==> src/rtl/lfsr_sat_counter.sv <==
// rtl/lfsr_sat_counter.sv - saturating accumulator with synchronous clear
module lfsr_sat_counter #(
  parameter int CNT_W = 16,
  parameter int INC_W = 1
) (
  input  logic             i_clk,
  input  logic             i_rst,
  input  logic             i_clear,
  input  logic             i_en,
  input  logic [INC_W-1:0] i_inc,
  output logic [CNT_W-1:0] o_count
);

  localparam int SUM_W = ((CNT_W > INC_W) ? CNT_W : INC_W) + 1;
  localparam logic [CNT_W-1:0] MAX_CNT = '1;

  logic [CNT_W-1:0] count_q;
  logic [CNT_W-1:0] count_d;
  logic [CNT_W-1:0] base;
  logic [INC_W-1:0] add;
  logic [SUM_W-1:0] sum;

  // Clear replaces the base rather than the result, so a same-cycle increment survives
  always_comb begin
    base    = i_clear ? '0 : count_q;
    add     = i_en ? i_inc : '0;
    sum     = SUM_W'(base) + SUM_W'(add);
    count_d = (sum > SUM_W'(MAX_CNT)) ? MAX_CNT : sum[CNT_W-1:0];
  end

  always_ff @(posedge i_clk or posedge i_rst) begin
    if (i_rst) count_q <= '0;
    else       count_q <= count_d;
  end

  assign o_count = count_q;

endmodule

==> config.mk <==
export PLATFORM = sky130hd
export DESIGN_NAME = lfsr_sat_counter
export DESIGN_NICKNAME = d
export VERILOG_FILES = /design/src/rtl/lfsr_sat_counter.sv
export SDC_FILE = /design/constraint.sdc
export NUM_CORES = 1
export LEC_CHECK = 0
export BUFFER_PORTS_ARGS = -buffer_cell sky130_fd_sc_hd__buf_2
export CORE_UTILIZATION = 42
export DETAILED_ROUTE_END_ITERATION = 16
export PLACE_DENSITY_LB_ADDON = 0.25
export SLEW_MARGIN = 10
export SYNTH_ARGS = -nofsm -noshare
export SYNTH_HDL_FRONTEND = slang
export SYNTH_SLANG_ARGS = --single-unit
export TNS_END_PERCENT = 100
==> constraint.sdc <==
create_clock -name i_clk -period 2 [get_ports i_clk]
set_input_delay 0.4 -clock i_clk [delete_from_list [all_inputs] [get_ports i_clk]]
set_output_delay 0.4 -clock i_clk [all_outputs]
set_load 0.05 [all_outputs]
Word-level counts from Yosys, hierarchy flattened
Cells that the tools add are included.

Add/subtract/negate cells: 1. Magnitude comparators: 1. Multiplexer cells: 3.

Operator list (count): $mux W16 (2); $add A16 B1 Y17 (1); $gt A17 B16 Y1 const B (1); $mux W1 (1).

Bits in registers: 16. Input bits: 5. Output and inout port bits: 16. Word-level logic and storage cells: 6.

Logic depth before layout (Yosys ltp)
Depth in word-level cells: 4. Mapped depth: 9. Mapped depth without buffers: 7.

Worst setup path after synthesis
No wires, ideal clock.

Path type: reg2reg. Start point: register count_q[0], in the netlist o_count[0]. End point: register count_q[4], in the netlist o_count[4]. Setup time: 83 ps. Arrival time: 1957 ps. Required time: 1917 ps. Setup slack: -39 ps. Cell stages (with the launch flop): 9. Path buffers: 1. Period minus slack after synthesis: 2039 ps. Cells stage by stage: dfrtp_1 nor2b_1 ha_1 ha_1 nand3_1 nor3_2 nand2_1 buf_1 o21ai_0.

Longest elaborated chain between the ends: 4.

Ends and longest elaborated chain: start: declaration (RTL line 17) `logic [CNT_W-1:0] count_q;`; start signal: assignment (RTL line 33) `else count_q <= count_d;`; $mux W16 * (RTL line 25) `base = i_clear ? '0 : count_q;`; $add A16 B1 Y17 * (RTL line 27) `sum = SUM_W'(base) + SUM_W'(add);`; $gt A17 B16 Y1 (RTL line 28) `count_d = (sum > SUM_W'(MAX_CNT)) ? MAX_CNT : sum[CNT_W-1:0];`; $mux W16 * (RTL line 28); net count_d[4] (RTL line 18) `logic [CNT_W-1:0] count_d;`.

The timed path passes the listed nets; every way through them passes the cells marked *.

Worst setup path in the final report
Start point: register count_q[0], in the netlist o_count[0]. End point: register count_q[10], in the netlist o_count[10].

The elaborated chain is that of the path after synthesis.

==> out/summary.log <==
[grt] number of global-route vias before repair 701
[place] Port Buffers 20
[critical_path] WP data required 2.17 ns
[grt] global router's overall resource usage 18.3%
[pwr] overall power after layout 553 uW
[clock_network] TritonCTS clock tree built
[clock_network] CTS HTree Levels 1
[job] Max Cap Viol 0
[critical_path] type of the setup path with the least slack register to register
[critical_path] kind of capture point of the worst setup path register
[grt] first-pass GRT wire length 2840 um
[sta] Hold Fails Final Rpt 0
[sta] worst slew margin relative to its limit 59.3%
[logic_synthesis] top flip-flop cell by instance count after synthesis sky130_fd_sc_hd__dfrtp_1
[floorplan] # IOs 21
[sta] worst clock skew 0.00433 ns
[drt] Vias/cell 5.32
[drt] overall via count from detail_route 755
[drt] WL per Instance 12.7 um
[cells_and_area] fin util 53.8%
[critical_path] capturing element of the worst setup path o_count[10]
[logic_synthesis] area leader, netlist sky130_fd_sc_hd__dfrtp_1
[critical_path] reg-to-reg slack, setup 0.24 ns
[sta] min Tclk post-route 1.76 ns
[critical_path] startpoint type of the worst setup path register
[critical_path] arrival time of the worst setup path 1.93 ns
[cells_and_area] fraction of final layout cells sized beyond drive strength 1 27.8%
[logic_synthesis] largest cells by area after synthesis sky130_fd_sc_hd__dfrtp_1, sky130_fd_sc_hd__xnor2_1, sky130_fd_sc_hd__o21ai_0, sky130_fd_sc_hd__nand2_1, sky130_fd_sc_hd__ha_1
[status] outcome finished clean
[place] weighted congestion reported at the end of routability-driven placement 0.767
[floorplan] core region area 1960 um2
[floorplan] die extent in y 47.6 um
[place] cell count after placement 138
[drt] number of remaining DRC errors 0
[critical_path] sequence of cells on the critical path nor2b_1 -> ha_1 -> ha_1 -> nand3_1 -> nor4_1 -> xnor2_1 -> o21ai_1
[clock_network] buffer depth of the longest clock path 2
[cells_and_area] final-stage net count 123
[cells_and_area] fillers 199
[clock_network] Post-CTS Hold Buffers 0
[drt] Iteration-0 DRC Markers 9
[drt] length of the first detailed-routing pass in iterations 4
[floorplan] Core Rows 16
[logic_synthesis] Syn Nets 97
[cells_and_area] antenna diode count 0
[sta] Highest Clock Rate 567 MHz
[sta] setup repair after global routing missed its margin no
[floorplan] Total Die Area 2260 um2
[cells_and_area] area growth from synthesis to layout 20.9%
[pwr] total power density per cell area 524 nW/um2
[grt] overall overflow remaining after global route 0
[logic_synthesis] top-count cell post-synth sky130_fd_sc_hd__dfrtp_1
[clock_network] register clock-pin slew on the reported worst setup and hold paths 0.09 ns
[logic_synthesis] post-synthesis area per instance 9.69 um2
[logic_synthesis] number of flops mapped to enable cells by yosys 0
[critical_path] Critical R2R Launch o_count[0]
[drt] antenna-violating nets left 0
[pwr] LEAKAGE 0.523 nW
[logic_synthesis] synthesized instance count 90
[critical_path] cell type with the highest occurrence count on the critical path sky130_fd_sc_hd__ha_1
[grt] number of antenna violations at the first check in global routing 0
[logic_synthesis] sequential element share of the synthesized area 45.9%
[cells_and_area] number of flip-flops under the largest register name 16
[sta] setup_tns 0 ns
[min_path] kind of path behind the tightest hold check input port to async pin
[critical_path] Worst Path Max Fanout 5
[critical_path] reg2reg path depth 7
[drt] aggregate routed wire length 1800 um
[pwr] peak supply drop 0.435 mV
[logic_synthesis] combined area of all synthesized cells 872 um2
[logic_synthesis] number of register bits inferred by synthesis 16
[logic_synthesis] Post-synth ARST share 100%
[sta] max-slew violation total from the final report 0
[place] Detail Placement HPWL 1360 um
[critical_path] cell at the slowest stage of the critical path sky130_fd_sc_hd__dfrtp_2
[sta] setup-violating endpoint count in the final report 0
[critical_path] max incr delay on CP 0.36 ns
[logic_synthesis] top cell types by occurrence after synthesis sky130_fd_sc_hd__dfrtp_1, sky130_fd_sc_hd__nand2_1, sky130_fd_sc_hd__xnor2_1, sky130_fd_sc_hd__o21ai_0, sky130_fd_sc_hd__nand3_1
[floorplan] die boundary width 47.6 um
[clock_network] Root Driver sky130_fd_sc_hd__clkbuf_4
[cells_and_area] multi-input logic area 448 um2
[grt] maximum number of pins on one net before global-route repair 17
[cells_and_area] fin cells 142
[logic_synthesis] area share of the leading cell type in the synthesized netlist 45.9%
[sta] share of the clock period used by the worst path 88.1%
[sta] hold_ws 0.173 ns
[cells_and_area] Sequential Area 402 um2
[critical_path] Critical R2R Capture o_count[10]
[clock_network] number of buffers added by the clock tree synthesis step 3
[critical_path] CP startpoint o_count[0]
[floorplan] initial standard-cell utilization of the core 44.5%
[clock_network] total clock sinks 16
[clock_network] later-pin clock latency in the skew report 0.28 ns
[logic_synthesis] Synth Warn # 0
[sta] Worst Max-Slew Pin Slew 0.610 ns
[logic_synthesis] number of unique standard cell types used by synthesis 30
[critical path: cells and delay by family (launching register included)]
family | cells | cell delay [ns]
AO/OA/AOI/OAI | 1 | 0.07
XOR/XNOR | 1 | 0.17
adder cells (fa/ha/maj) | 2 | 0.38
flip-flops | 1 | 0.36
AND/OR/NAND/NOR | 3 | 0.67
[how the worst min path moves through the flow]
stage / endpoint / slack [ns] / depth (start not counted)
global placement: o_count[6] / 0.50 / 2
floorplan: o_count[10] / 0.31 / 1
finish: o_count[2] / 0.17 / 2
CTS: o_count[2] / 0.18 / 2
global route: o_count[2] / 0.23 / 2
detailed placement: o_count[6] / 0.50 / 2
[metal layers]
layer / vias up / routed length, um / global-route usage [%]
met5: - / 0 / 0
met3: 0 / 91 / 6.79
met1: 361 / 815 / 22.1
li1: 373 / - / -
met4: 0 / 0 / 5.00
met2: 21 / 893 / 30.7
[power breakdown]
part	internal [mW]	switching, mW	total [mW]	leakage, nW
sequential	0.328	0.00249	0.330	0.221
combinational	0.0151	0.0343	0.0494	0.287
clock	0.0774	0.0957	0.173	0.0150
total	0.420	0.132	0.553	0.523
[cell usage in the layout, fill, tap and decap left out, drive strengths merged]
master  count
buf        24
dfrtp      16
o21ai       9
nand2       8
xnor2       7
nand3       5
nor3        5
nor4        5
inv         4
a21oi       4
clkbuf      4
nor2b       3
nor2        3
nand4       3
a31oi       2
xor2        2
ha          2
and2        1
a41o        1
nand3b      1
o31ai       1
and3b       1
and3        1
or2b        1
nand2b      1
a311oi      1
[cells by family after synthesis]
kind of cell               share of synthesized area [%]
AOI/OAI and AO/OA                                   11.9
buffers and inverters                               3.01
xor gates and xnor gates                            9.04
DFF                                                 45.9
adders and majority gates                           2.87
and+or+nand+nor                                     27.3
[metrics by stage]
stage | setup WS (ns) | area (um2)
global route | 0.0754 | 1050
CTS | 0.138 | 1050
detailed placement | 0.000166 | 1030
global placement | 0.0698 | 1030
floorplan | 0.0568 | 873
finish | 0.238 | 1050
[cell type report]
cell class                      count  area share, %
Inverter                            4           1.42
Multi-Input combinational cell     67           42.5
Tap cell                           27           3.20
Sequential cell                    16           38.1
Timing Repair Buffer               24           12.3
Clock buffer                        4           2.49
[repair_timing]
item                                    CTS  global route
gates resized for setup                   0             1
buffers inserted                          0             0
endpoints found under the setup margin    0             1
No activity file was read; power rests on OpenSTA's default activity.
